[src/rtl/mac_feeder.sv]
// Sequences operand pairs into an external saturating MAC: clear, feed LEN pairs,
// let the pipeline drain, then hold the captured accumulator value until taken.
module mac_feeder #(
    parameter int unsigned LEN   = 4,
    parameter int unsigned DRAIN = 4
) (
    input  logic        clock,
    input  logic        reset_n,
    input  logic        in_valid,
    output logic        in_ready,
    input  logic [7:0]  in_a,
    input  logic [7:0]  in_b,
    output logic        mac_clr,
    output logic [7:0]  mac_a,
    output logic [7:0]  mac_b,
    input  logic [15:0] mac_s,
    output logic        out_valid,
    input  logic        out_ready,
    output logic [15:0] out_data,
    output logic        busy
);
    typedef enum logic [2:0] {ST_IDLE, ST_CLEAR, ST_FEED, ST_DRAIN, ST_HOLD} state_t;

    localparam logic [7:0] LAST_PAIR = 8'(LEN - 1);
    localparam logic [3:0] DRAIN_LD  = 4'(DRAIN);

    state_t      state_q, state_d;
    logic [7:0]  cnt_q, cnt_d;
    logic [3:0]  drn_q, drn_d;
    logic [7:0]  a_q, a_d, b_q, b_d;
    logic        clr_q, clr_d;
    logic [15:0] res_q, res_d;

    always_ff @(posedge clock or negedge reset_n) begin
        if (!reset_n) begin
            state_q <= ST_IDLE;
            cnt_q   <= '0;
            drn_q   <= '0;
            a_q     <= '0;
            b_q     <= '0;
            clr_q   <= 1'b0;
            res_q   <= '0;
        end else begin
            state_q <= state_d;
            cnt_q   <= cnt_d;
            drn_q   <= drn_d;
            a_q     <= a_d;
            b_q     <= b_d;
            clr_q   <= clr_d;
            res_q   <= res_d;
        end
    end

    always_comb begin
        state_d = state_q;
        cnt_d   = cnt_q;
        drn_d   = drn_q;
        a_d     = 8'd0;
        b_d     = 8'd0;
        res_d   = res_q;
        case (state_q)
            ST_IDLE: begin
                if (in_valid) begin
                    state_d = ST_CLEAR;
                    cnt_d   = '0;
                end
            end
            ST_CLEAR: state_d = ST_FEED;
            ST_FEED: begin
                // Idle FEED cycles present a zero operand so gaps add nothing
                if (in_valid) begin
                    a_d   = in_a;
                    b_d   = in_b;
                    cnt_d = cnt_q + 8'd1;
                    if (cnt_q == LAST_PAIR) begin
                        state_d = ST_DRAIN;
                        drn_d   = DRAIN_LD;
                    end
                end
            end
            ST_DRAIN: begin
                // First DRAIN cycle still presents the last pair, so DRAIN+1 cycles here
                if (drn_q == 4'd0) begin
                    res_d   = mac_s;
                    state_d = ST_HOLD;
                end else begin
                    drn_d = drn_q - 4'd1;
                end
            end
            ST_HOLD: begin
                if (out_ready) state_d = ST_IDLE;
            end
            default: state_d = ST_IDLE;
        endcase
        clr_d = (state_d == ST_CLEAR);
    end

    assign in_ready  = (state_q == ST_FEED);
    assign out_valid = (state_q == ST_HOLD);
    assign busy      = (state_q != ST_IDLE);
    assign mac_clr   = clr_q;
    assign mac_a     = a_q;
    assign mac_b     = b_q;
    assign out_data  = res_q;
endmodule

[config.mk]
export PLATFORM = sky130hd
export DESIGN_NAME = mac_feeder
export DESIGN_NICKNAME = d
export VERILOG_FILES = /design/src/rtl/mac_feeder.sv
export SDC_FILE = /design/constraint.sdc
export NUM_CORES = 1
export LEC_CHECK = 0
export ABC_AREA = 1
export CORE_MARGIN = 5
export CORE_UTILIZATION = 32
export CTS_BUF_LIST = sky130_fd_sc_hd__clkbuf_8
export DETAILED_ROUTE_END_ITERATION = 6
export PLACE_DENSITY = 0.7
export SLEW_MARGIN = 10
export SYNTH_ARGS = -nofsm -noshare
export SYNTH_HDL_FRONTEND = slang
export SYNTH_SLANG_ARGS = --single-unit
[constraint.sdc]
create_clock -name clock -period 2 [get_ports clock]
set_clock_uncertainty 0.1 [all_clocks]
set_input_delay 0.4 -clock clock [delete_from_list [all_inputs] [get_ports clock]]
set_output_delay 0.4 -clock clock [all_outputs]
set_load 0.01 [all_outputs]
==> results.json, run 1 <==
{
  "cp_slowest_stage_delay_ps": 490,
  "syn_nets": 288,
  "yosys.area.top_type": "dfrtp_1",
  "die_area_sq_mm": 0.00838,
  "wirelength_mm": 4.88,
  "synth_edf_count": 0,
  "crit_fanout": 3,
  "row_count": 29,
  "ys_ff_latch": 48,
  "grt_antenna_before_repair": 0,
  "drive_gt1_share_pct": 9.09,
  "tns_ps": 0,
  "rsz0062_at_grt": "no",
  "routed_via_density": 4.49,
  "wl_met1_mm": 2.10,
  "async_reset_ff_share_pct": 100,
  "firstDrtPassIters": 4,
  "die_h_microns": 91.5,
  "cts_root_buffer": "clkbuf_8",
  "cts_setup_buffers": 0,
  "n_antenna_cell": 0,
  "ys_types": 22,
  "ir_drop_mv": 0.377,
  "worst_slew_pin_slew_ps": 542,
  "setup_viol": 0,
  "fmax_mhz": 524,
  "synth_commonest_cells": "nand2_1 (79), dfrtp_1 (48), nand3_1 (32), inv_1 (30), nor2_1 (28)",
  "fill_cells": 603,
  "seq_area_frac_synth_pct": 56.5,
  "initial_core_util_pct": 33.1,
  "syn_avg_cell_area_sq_um": 8.51,
  "htreeDepth": 2,
  "finalHoldViolations": 0,
  "final.period_utilization_pct": 95.5,
  "coreArea_sq_mm": 0.00642,
  "met3_length_microns": 477,
  "synth_flop_cell": "dfrtp_1",
  "grt_pass1_vias": 1812,
  "synthTopCellsByArea": "dfrtp_1 (56%), nand2_1 (14%), nand3_1 (7.5%)",
  "required_ps": 1500,
  "slew_headroom_pct": 63.9,
  "tritoncts": "built",
  "dpl_cell_area_sq_mm": 0.00294,
  "ant_nets": 0,
  "nNetsFinal": 367,
  "area_growth_syn_to_layout_pct": 44.2,
  "slowest_stage": "clkdlybuf4s50_1",
  "insertion_delay_ps": 300,
  "vias": 1827,
  "powerDensity_mw_per_mm2": 1330,
  "drt_first_iter_violations": 71,
  "worstSetupStartpointType": "flip-flop",
  "postSynthCellCount": 250,
  "top_layer": "met4",
  "die_w_microns": 91.5,
  "p_leak_nw": 1.53,
  "io-pin-count": 72,
  "grt_usage_pct": 12.2,
  "clk_pin_slew_ps": 90,
  "grt_max_degree": 27,
  "cts_buffer_depth": 2,
  "design_area_sq_mm": 0.00307,
  "clkSinkCount": 48,
  "place.gp.congestion": 0.842,
  "power_mw": 4.08,
  "path_cells": "nor2_2, nand2_1, clkdlybuf4s50_1",
  "cts_buffers": 5,
  "post_drt_wl_per_cell_microns": 12.0,
  "drv_cap": 0,
  "grt_pass1_wl_mm": 8.33,
  "crit_path_end_kind": "output port",
  "drc": 0,
  "maxSlewViolCount": 0,
  "synth_area_sq_mm": 0.00213,
  "synth_top_area_share_pct": 56.5,
  "yosysWarnings": 0,
  "grt_overflow_total": 0,
  "portBuffers": 71,
  "path_class": "reg -> out",
  "hold_path.class": "reg -> reg",
  "dp_hpwl_mm": 3.58,
  "fin_crit_ps": 1910,
  "critPathArrivalTime_ps": 1410,
  "routed-wl-met2_mm": 2.24,
  "outcome": "completed",
  "synth.most_common_cell": "nand2_1"
}
==> through the flow <==
step	hold WS, ps	std cells	utilization (%)	worst slack [ps]
2_1_floorplan	4.41	250	-	563
3_3_place_gp	314	398	45.8	240
3_5_place_dp	319	398	45.8	240
4_1_cts	381	407	47.7	26.3
5_1_grt	391	407	47.8	13.6
6_report	376	407	47.8	89.8
==> where the power goes <==
group          switching [mW]  total (mW)  internal, mW
clock network           0.340       0.716         0.377
registers               0.189        1.48          1.29
logic                    1.02        1.88         0.868
total                    1.54        4.08          2.53
==> per-layer routing <==
metal  track usage (%)  up-vias
met3              5.12        6
met2              20.3       63
met4              3.39        0
li1                  -      923
met5                 0        -
met1              14.4      835
==> what timing repair did <==
item                       in CTS  in global routing
resized for setup               2                  1
cloned                          0                  0
hold endpoints to repair       22                  0
hold buffers                    1                  0
setup endpoints to repair       2                  1
==> cell type report <==
cell class | instances | area (sq um) | share of cell area (%)
clock buffers | 5 | 68.8 | 2.24
clock inverters | 3 | 46.3 | 1.51
inverters | 33 | 124 | 4.04
multi-input cells | 162 | 753 | 24.6
flip-flops and latches | 48 | 1200 | 39.2
well taps | 77 | 96.3 | 3.14
repair buffers | 79 | 778 | 25.4
==> critical path: cells and delay by family, from the launching register on <==
kind | cells | cell delay [ps]
flops | 1 | 390
simple gates | 2 | 230
buf+inv | 1 | 490
==> logic make-up (layout without fill, tap and decap cells) <==
| family | Yosys count | in the layout | synth area share [%] |
|---|---|---|---|
| compound gates | 7 | 7 | 2.12 |
| xor+xnor | 1 | 1 | 0.412 |
| fa+ha+maj | 2 | 2 | 1.18 |
| buf+inv | 40 | 120 | 8.23 |
| flops | 48 | 48 | 56.5 |
| simple gates | 152 | 152 | 31.6 |
==> flip-flops by register name (all words and copies together), names as in the netlist <==
name and cells:
mac_b 8, mac_clr 1, cnt_q 8, mac_a 8, out_data 16, drn_q 4
state_q 3
==> final timing paths <==
path / startpoint / endpoint / slack [ps] / depth (start not counted)
worst max-delay path: state_q[1] / busy / 90 / 3
max in group asynchronous: reset_n / state_q[2] / 750 / 3
worst min register to register: out_data[0] / out_data[0] / 380 / 2
min in group asynchronous: reset_n / mac_a[5] / 510 / 2
worst max register to register: drn_q[0] / out_data[12] / 330 / 7
worst min-delay path: out_data[0] / out_data[0] / 380 / 2
==> cells in the final DEF (no fill, tap or decap), types with 2 or more instances in the layout <==
cell type,count
nand3_1,32
inv_2,3
dlygate4sd2_1,2
o21ai_2,2
nand2_2,3
buf_4,6
nand4_1,4
nor2_4,2
nand2_1,79
o21ai_0,4
ha_1,2
clkbuf_8,5
dfrtp_1,48
clkdlybuf4s50_1,68
inv_1,30
nor2_1,27
No activity file was read; power rests on OpenSTA's default activity.
==> run 2, diff against run 1 <==
--- a/config.mk
+++ b/config.mk
@@ -11,7 +11,6 @@
 export CTS_BUF_LIST = sky130_fd_sc_hd__clkbuf_8
 export DETAILED_ROUTE_END_ITERATION = 6
 export PLACE_DENSITY = 0.7
-export SLEW_MARGIN = 10
 export SYNTH_ARGS = -nofsm -noshare
 export SYNTH_HDL_FRONTEND = slang
 export SYNTH_SLANG_ARGS = --single-unit
==> results of run 2 <==
Same layout as run 1: the final DEF is identical, and so are final timing and power.
==> run 3, diff against run 2 <==
--- a/config.mk
+++ b/config.mk
@@ -10,7 +10,7 @@
 export CORE_UTILIZATION = 32
 export CTS_BUF_LIST = sky130_fd_sc_hd__clkbuf_8
 export DETAILED_ROUTE_END_ITERATION = 6
-export PLACE_DENSITY = 0.7
+export PLACE_DENSITY = 0.72
 export SYNTH_ARGS = -nofsm -noshare
 export SYNTH_HDL_FRONTEND = slang
 export SYNTH_SLANG_ARGS = --single-unit
==> constraint.sdc (replaced) <==
create_clock -name clock -period 1.7 [get_ports clock]
set_clock_uncertainty 0.1 [all_clocks]
set_input_delay 0.34 -clock clock [delete_from_list [all_inputs] [get_ports clock]]
set_output_delay 0.34 -clock clock [all_outputs]
set_load 0.01 [all_outputs]
==> results.json, run 3 (same netlist as run 1, synthesis figures left out) <==
{
  "critPathTopFamily": "buffers and inverters",
  "die_w_microns": 91.5,
  "row_count": 29,
  "setup_viol": 0,
  "worst_slew_pin_slew_ps": 255,
  "path_class": "reg -> out",
  "drc": 0,
  "grt_pass1_vias": 1917,
  "final_cell_count_no_fill": 417,
  "grt_usage_pct": 12.6,
  "tritoncts": "built",
  "coreArea_sq_mm": 0.00642,
  "initial_core_util_pct": 33.1,
  "dp.cells": 403,
  "area_growth_syn_to_layout_pct": 49.1,
  "grt_overflow_total": 0,
  "portBuffers": 71,
  "fill_cells": 595,
  "regArea_sq_mm": 0.00120,
  "rsz0062_at_grt": "no",
  "clkSinkCount": 48,
  "r2r_start": "drn_q[0]",
  "io-pin-count": 72,
  "outcome": "completed",
  "slew_headroom_pct": 83.0,
  "clk_pin_slew_ps": 90,
  "cp_slowest_stage_delay_ps": 550,
  "grt_pass1_wl_mm": 8.61,
  "final_common_cell": "nand2_1",
  "critPathArrivalTime_ps": 1210,
  "nNetsFinal": 378,
  "firstDrtPassIters": 4,
  "crit_path_end_kind": "output port",
  "largest_reg_flops": 16,
  "cts_root_buffer": "clkbuf_8",
  "fin_util_pct": 49.4,
  "fmax_mhz": 606,
  "worstSetupStartpointType": "flip-flop",
  "crit_start": "out_data[8]",
  "die_area_sq_mm": 0.00838,
  "drive_gt1_share_pct": 13.2,
  "insertion_delay_ps": 300,
  "vias": 1888,
  "grt_antenna_before_repair": 0,
  "n_antenna_cell": 0,
  "min_from": "out_data[5]",
  "slowest_stage": "clkdlybuf4s50_1",
  "drt_first_iter_violations": 79,
  "powerDensity_mw_per_mm2": 1620,
  "maxSlewViolCount": 0,
  "post_drt_wl_per_cell_microns": 12.2,
  "p_leak_nw": 1.60,
  "htreeDepth": 2,
  "final.period_utilization_pct": 97.0,
  "required_ps": 1260,
  "dpl_cell_area_sq_mm": 0.00299,
  "dp_hpwl_mm": 3.66,
  "critPathBufInv": 1,
  "routed_via_density": 4.53,
  "cts_buffers": 5,
  "rrSetupSlack_ps": 160,
  "wirelength_mm": 5.10,
  "place.gp.congestion": 0.792,
  "ir_drop_mv": 0.529,
  "die_h_microns": 91.5,
  "finalHoldViolations": 0,
  "final_cell_mix": "nand2_1 (79), clkdlybuf4s50_1 (66), dfrtp_1 (48)",
  "fin_crit_ps": 1650,
  "path_cells": "clkdlybuf4s50_1",
  "grt_max_degree": 49,
  "design_area_sq_mm": 0.00317,
  "hold_path.class": "reg -> reg",
  "drv_cap": 0,
  "crit_fanout": 2,
  "cts_buffer_depth": 2,
  "ant_nets": 0,
  "multi_input_area_sq_um": 758
}
[run 3: repair_timing]
action	4_1_cts	5_1_grt
setup endpoints to repair	3	8
endpoints found under the hold margin	48	0
pin swaps	0	3
gates resized for setup	8	8
hold buffers	1	0
buffers inserted	5	1
[run 3: path summary, 6_finish.rpt]
check / to / depth (start not counted)
max: out_data[8] / 1
min: out_data[5] / 2
max reg2reg: out_data[4] / 7
min reg2reg: out_data[5] / 2
max in group asynchronous: state_q[2] / 3
min in group asynchronous: mac_b[5] / 3
[run 3: routing by layer]
metal	share of wire [%]	vias to the layer above	routed length, microns	track usage [%]
met1	41	853	2070	13.6
met4	1.1	0	55	3.77
met3	9.6	7	491	5.29
met2	49	76	2480	22.2
li1	-	952	-	-
met5	0	-	0	0
[run 3: where the power goes]
part	total [mW]	internal [mW]	switching (mW)
Sequential	1.75	1.51	0.235
Combinational	2.44	1.18	1.26
Clock	0.944	0.579	0.366
Total	5.14	3.28	1.86
[run 3: area by class of cell]
| class | count | area share [%] |
|---|---|---|
| clock buffers | 5 | 2.17 |
| clock inverters | 2 | 1.89 |
| inverters | 33 | 3.91 |
| multi-input cells | 162 | 23.9 |
| flip-flops and latches | 48 | 37.9 |
| well taps | 77 | 3.04 |
| repair buffers | 90 | 27.2 |
[run 3: through the flow]
stage | hold WS [ps] | total power [mW] | setup TNS [ps] | worst slack [ps]
finish | 376 | 5.14 | 0 | 50.5
global route | 406 | 5.52 | 0 | 0.859
CTS | 382 | 5.19 | 0 | 17.1
detailed placement | 247 | 4.16 | -12.4 | -12.4
global placement | 245 | 4.11 | 0 | 10.1
floorplan | -55.6 | 2.99 | 0 | 263
